[config.mk]
export PLATFORM = sky130hd
export DESIGN_NAME = traversal_collect
export DESIGN_NICKNAME = d
export VERILOG_FILES = /design/src/rtl/traversal_pkg.sv /design/src/rtl/toggle_sync.sv /design/src/rtl/traversal_collect.sv
export SDC_FILE = /design/constraint.sdc
export NUM_CORES = 1
export LEC_CHECK = 0
export BUFFER_PORTS_ARGS = -buffer_cell sky130_fd_sc_hd__buf_2
export CAP_MARGIN = 25
export CORE_UTILIZATION = 53
export DETAILED_ROUTE_END_ITERATION = 10
export PLACE_DENSITY = 0.77
export SETUP_SLACK_MARGIN = 0.02
export SLEW_MARGIN = 20
export SYNTH_ARGS = -nofsm -noshare
export SYNTH_HDL_FRONTEND = slang
export SYNTH_SLANG_ARGS = --single-unit
export TNS_END_PERCENT = 20
[constraint.sdc]
create_clock -name clk -period 2.5 [get_ports clk]
set_clock_uncertainty 0.2 [all_clocks]
set_input_delay 0.125 -clock clk [delete_from_list [all_inputs] [get_ports clk]]
set_output_delay 0.125 -clock clk [all_outputs]
set_load 0.05 [all_outputs]
[src/rtl/traversal_pkg.sv]
// rtl/traversal_pkg.sv - shared FSM state and bit-order constants for traversal_collect
package traversal_pkg;

  typedef enum logic [1:0] {
    IDLE     = 2'd0,
    WAIT_BIT = 2'd1,
    WAIT_FIN = 2'd2,
    HOLD     = 2'd3
  } state_e;

  localparam int DIR_MSB_FIRST = 0;
  localparam int DIR_LSB_FIRST = 1;

endpackage

[src/rtl/toggle_sync.sv]
// rtl/toggle_sync.sv - multi-flop synchroniser turning a two-phase level into a one-cycle event pulse
module toggle_sync #(
  parameter int SyncStages = 2
) (
  input  logic clk,
  input  logic rst,
  input  logic async_in,
  output logic event_o
);

  logic [SyncStages-1:0] sync_q, sync_d;
  logic                  hist_q, hist_d;

  // Shift the raw level through the chain; history holds the previous settled level
  always_comb begin
    sync_d = {sync_q[SyncStages-2:0], async_in};
    hist_d = sync_q[SyncStages-1];
  end

  // Chain and history registers, cleared so a low input after reset is not an event
  always_ff @(posedge clk) begin
    if (rst) begin
      sync_q <= '0;
      hist_q <= 1'b0;
    end else begin
      sync_q <= sync_d;
      hist_q <= hist_d;
    end
  end

  // Either polarity of transition on the settled level counts as one event
  assign event_o = sync_q[SyncStages-1] ^ hist_q;

endmodule

[src/rtl/traversal_collect.sv]
// rtl/traversal_collect.sv - clocked collector of traversal serial bits into a valid/ready word; optional watchdog via TRAVERSAL_COLLECT_TIMEOUT_EN
module traversal_collect
  import traversal_pkg::*;
#(
  parameter int Width         = 32,
  parameter int Direction     = 0,
  parameter int SyncStages    = 2,
  parameter int TimeoutCycles = 1024
) (
  input  logic             clk,
  input  logic             rst,
  input  logic             start,
  output logic             busy,
  output logic             word_valid,
  input  logic             word_ready,
  output logic [Width-1:0] word_data,
  output logic             err,
  output logic             tr_req,
  output logic             tr_reqDo,
  input  logic             tr_doFin,
  input  logic             tr_fin,
  input  logic             tr_data
);

  localparam int CW = $clog2(Width) + 1;

  // Reject configurations the shift and synchroniser logic cannot support
  if (Width < 2) begin : g_bad_width
    $error("traversal_collect: Width must be >= 2");
  end
  if (SyncStages < 2) begin : g_bad_sync
    $error("traversal_collect: SyncStages must be >= 2");
  end
  if (TimeoutCycles < 1) begin : g_bad_timeout
    $error("traversal_collect: TimeoutCycles must be >= 1");
  end

  state_e           state_q, state_d;
  logic [CW-1:0]    cnt_q, cnt_d, cnt_inc;
  logic [Width-1:0] word_q, word_d, word_shift;
  logic             valid_q, valid_d;
  logic             busy_q, busy_d;
  logic             err_q, err_d;
  logic             req_q, req_d;
  logic             reqdo_q, reqdo_d;
  logic             dofin_ev, fin_ev;
  logic             tmo_hit;
  logic             fail;

  toggle_sync #(.SyncStages(SyncStages)) u_sync_dofin (
    .clk     (clk),
    .rst     (rst),
    .async_in(tr_doFin),
    .event_o (dofin_ev)
  );

  toggle_sync #(.SyncStages(SyncStages)) u_sync_fin (
    .clk     (clk),
    .rst     (rst),
    .async_in(tr_fin),
    .event_o (fin_ev)
  );

  // Next-state logic: request toggling, bit collection and protocol checking
  always_comb begin
    state_d = state_q;
    cnt_d   = cnt_q;
    word_d  = word_q;
    valid_d = valid_q;
    busy_d  = busy_q;
    err_d   = 1'b0;
    req_d   = req_q;
    reqdo_d = reqdo_q;
    fail    = 1'b0;
    cnt_inc = cnt_q + 1'b1;
    if (Direction == DIR_MSB_FIRST) begin
      word_shift = {word_q[Width-2:0], tr_data};
    end else begin
      word_shift = {tr_data, word_q[Width-1:1]};
    end

    case (state_q)
      IDLE: begin
        if (start) begin
          req_d   = ~req_q;
          cnt_d   = '0;
          busy_d  = 1'b1;
          state_d = WAIT_BIT;
        end
      end
      WAIT_BIT: begin
        if (fin_ev) begin
          fail = 1'b1;
        end else if (dofin_ev) begin
          word_d  = word_shift;
          cnt_d   = cnt_inc;
          reqdo_d = ~reqdo_q;
          if (cnt_inc == CW'(Width)) begin
            state_d = WAIT_FIN;
          end
        end else if (tmo_hit) begin
          fail = 1'b1;
        end
      end
      WAIT_FIN: begin
        if (dofin_ev) begin
          fail = 1'b1;
        end else if (fin_ev) begin
          valid_d = 1'b1;
          state_d = HOLD;
        end else if (tmo_hit) begin
          fail = 1'b1;
        end
      end
      HOLD: begin
        if (word_ready) begin
          valid_d = 1'b0;
          busy_d  = 1'b0;
          state_d = IDLE;
        end
      end
      default: begin
        state_d = IDLE;
      end
    endcase

    // Any violation abandons the word without touching the request lines
    if (fail) begin
      err_d   = 1'b1;
      busy_d  = 1'b0;
      valid_d = 1'b0;
      state_d = IDLE;
    end
  end

`ifdef TRAVERSAL_COLLECT_TIMEOUT_EN
  localparam int TW = $clog2(TimeoutCycles) + 1;

  logic [TW-1:0] tmo_q, tmo_d;

  // Watchdog counts idle waiting cycles; any event or state change restarts it
  always_comb begin
    tmo_d = '0;
    if ((state_q == WAIT_BIT || state_q == WAIT_FIN) && (state_d == state_q) &&
        !(dofin_ev || fin_ev)) begin
      tmo_d = tmo_q + 1'b1;
    end
  end

  // Watchdog register
  always_ff @(posedge clk) begin
    if (rst) begin
      tmo_q <= '0;
    end else begin
      tmo_q <= tmo_d;
    end
  end

  assign tmo_hit = (tmo_q == TW'(TimeoutCycles - 1));
`else
  assign tmo_hit = 1'b0;
`endif

  // State and registered outputs
  always_ff @(posedge clk) begin
    if (rst) begin
      state_q <= IDLE;
      cnt_q   <= '0;
      word_q  <= '0;
      valid_q <= 1'b0;
      busy_q  <= 1'b0;
      err_q   <= 1'b0;
      req_q   <= 1'b0;
      reqdo_q <= 1'b0;
    end else begin
      state_q <= state_d;
      cnt_q   <= cnt_d;
      word_q  <= word_d;
      valid_q <= valid_d;
      busy_q  <= busy_d;
      err_q   <= err_d;
      req_q   <= req_d;
      reqdo_q <= reqdo_d;
    end
  end

  assign busy       = busy_q;
  assign word_valid = valid_q;
  assign word_data  = word_q;
  assign err        = err_q;
  assign tr_req     = req_q;
  assign tr_reqDo   = reqdo_q;

endmodule

==> impl_metrics.toml <==
[sta]
setup_viol = 0
drv_slew = 0
rsz0062_at_grt = "no"
relSlewSlack_pct = 60.9
worstMarginPinSlew_ns = 0.587
setup_ws_ns = 0.560
finalCritPeriodShare_pct = 77.6
fmax_ghz = 0.515
period_needed_ns = 1.94
hold_viol = 0
finalSetupTns_ns = 0

[final_layout]
fillCellCount = 336
multi_input_comb_area_sq_um = 938
antennaDiodeCount = 0
regArea_sq_mm = 0.00102
layout-drive-gt1-share_pct = 21.0
area_delta_synth_final_pct = 19.3
final_nets = 303

[grt]
grt_pass1_wl_microns = 7000
grt_use_met3_pct = 5.71
use_met1_pct = 25.6
use_met2_pct = 37.2
grt_overflow = 0
grt.total_usage_pct = 21.7
busiest_layer = "met2"
grt_pass1_vias = 1666
antenna_found_initial = 0
grt_max_degree = 34

[clocking]
cts_sinks = 51
root_buffer = "clkbuf_8"
cts_resized = 0
h-tree-depth = 2
cts_tree = "built"
path_clk_slew_ns = 0.09
clock_path_buffers = 2
cts_made_buffers = 5
clk_latency_ns = 0.30

[synth]
synth_seq_cells = 51
synthCells = 245
netlist.area_leader.share_pct = 50.5
synth_area_per_cell_sq_um = 8.25
synth.most_common_cell = "nand2_1"
synth_top_area_cell = "dfxtp_1"
yosysWarningCount = 0
syn_nets = 257
synth_area_leaders = "dfxtp_1 51%, nand2_1 13%, a21oi_1 11%"
synth_ff_type = "dfxtp_1"
netlist-cell-type-count = 35
synth_common_cells = "70 x nand2_1, 51 x dfxtp_1, 44 x a21oi_1"
synth_edf_count = 0
netlist_area_sq_mm = 0.00202
synth-seq-area-share_pct = 50.5
async_flop_share_pct = 0

[critical_path]
path_delay_family = "simple AND/OR/NAND/NOR gates"
start_kind = "flop"
worstPathRequired_ns = 2.53
crit_type = "reg -> reg"
r2r_end = "cnt_q[4]$_SDFFE_PP0P_"
rrSetupSlack_ns = 0.56
slowest_delay_ns = 0.40
worst-path-buf-inv = 1
timing.rr.start = "state_q[0]$_SDFFE_PP0P_"
worstPathMaxFanout = 6
crit_chain = "inv_1, ha_1, nand2b_1, nand4_1, or3_1, a31oi_1"
arrival_ns = 1.97
cp-startpoint = "state_q[0]$_SDFFE_PP0P_"
crit_slowest_cell = "dfxtp_1"
worstSetupEndpointType = "flop"
ff2ff_path_depth = 6

[job]
drv_cap = 0

[routing]
wl_microns = 3880
num_vias = 1745
wl_per_cell_microns = 11.4
vias_per_cell = 5.15
drt_iter0_markers = 77
ant_nets = 0
first_pass_iters = 4
drc = 0

[floorplan]
core_sq_mm = 0.00366
ios = 44
die_h_microns = 63.7
die_x_microns = 63.7
rows = 22
dieArea_sq_mm = 0.00406
start_util_pct = 55.2

[min_path]
worstHoldStart = "rst"
hold_class = "in -> reg"
min_to = "cnt_q[5]$_SDFFE_PP0P_"
min_path_cells = 2

[outcome]
outcome = "finished clean"

[placement]
gp_congestion = 0.788
hpwl_microns = 2600
place_ws_ns = 0.582
numPortBuffers = 43

[pwr]
peakVddDrop_mv = 0.617
p_leak_uw = 0.000983
power_density_mw_per_mm2 = 778
-- cell type report --
type | count | share of cell area, %
multi-input combinational | 179 | 38.9
tap | 48 | 2.49
clock buffer | 6 | 3.43
clock inverter | 1 | 0.363
sequential | 51 | 42.4
inverter | 3 | 0.467
timing repair buffer | 51 | 11.9
-- through the flow --
step / area, sq um / power (uW) / hold slack [ns] / instances / util [%]
floorplan: 2020 / 1300 / 0.0532 / 245 / -
global placement: 2270 / 1390 / 0.132 / 327 / 62.0
detailed placement: 2270 / 1400 / 0.142 / 327 / 62.0
CTS: 2410 / 1890 / 0.104 / 339 / 65.8
global route: 2410 / 1980 / 0.139 / 339 / 65.8
finish: 2410 / 1870 / 0.106 / 339 / 65.8
-- cells in the final DEF (no fill, tap or decap), types with 2 or more instances in the layout --
cell	count
dlygate4sd3_1	5
clkbuf_8	6
inv_1	3
a21oi_1	44
buf_4	3
nand2b_1	2
a31oi_1	2
dfxtp_1	51
nand2_1	70
o21ai_0	2
ha_1	5
nor2_1	16
buf_2	43
nor3_1	3
nand3_1	5
a22oi_1	2
nor2b_1	9
-- worst register-to-register path, delay by kind of cell (launching register included) --
| family | cells | cell delay (ns) |
|---|---|---|
| adder cells (fa/ha/maj) | 1 | 0.27 |
| buffers and inverters | 1 | 0.08 |
| flip-flops | 1 | 0.40 |
| AO/OA/AOI/OAI | 1 | 0.12 |
| AND/OR/NAND/NOR | 3 | 0.79 |
-- routing by layer --
metal	vias to the layer above	routed length, microns	share of wire, %
met3	7	164	4.2
met4	0	61	1.6
met2	28	1850	48
met1	813	1800	46
li1	897	-	-
met5	-	0	0
-- sequential cells by signal, summed over array words and instances (netlist names) --
name                 flops
tr_req                   1
err                      1
busy                     1
u_sync_dofin.hist_q      1
word_data               32
word_valid               1
state_q                  2
u_sync_dofin.sync_q      2
tr_reqDo                 1
u_sync_fin.sync_q        2
u_sync_fin.hist_q        1
cnt_q                    6
-- repair_timing --
action,in CTS,in global routing
hold buffers,5,0
hold endpoints to repair,6,0
setup endpoints to repair,0,0
buffers inserted,0,0
-- kinds of logic (layout without fill, tap and decap cells) --
group	Yosys count	in the layout	synth area share, %
AO/OA/AOI/OAI	58	58	16.5
XOR/XNOR	4	4	2.48
adder cells (fa/ha/maj)	5	5	3.10
buffers and inverters	15	61	3.03
flip-flops	51	51	50.5
AND/OR/NAND/NOR	112	112	24.3
-- worst max path at each step --
stage                                       end  slack, ns  cells after the start
after floorplan           cnt_q[4]$_SDFFE_PP0P_       0.76                      6
after global placement    cnt_q[4]$_SDFFE_PP0P_       0.65                      6
after detailed placement  cnt_q[4]$_SDFFE_PP0P_       0.58                      6
after CTS                 cnt_q[4]$_SDFFE_PP0P_       0.56                      6
after global routing      cnt_q[4]$_SDFFE_PP0P_       0.38                      6
final                     cnt_q[4]$_SDFFE_PP0P_       0.56                      6
-- power by group --
| part | total (uW) | internal (uW) | leakage [uW] | switching (uW) |
|---|---|---|---|---|
| sequential | 877 | 847 | 0.000413 | 29.7 |
| combinational | 516 | 181 | 0.000523 | 335 |
| clock | 481 | 223 | 0.0000477 | 258 |
| total | 1870 | 1250 | 0.000983 | 623 |
Power figures use the tool's default switching activity.
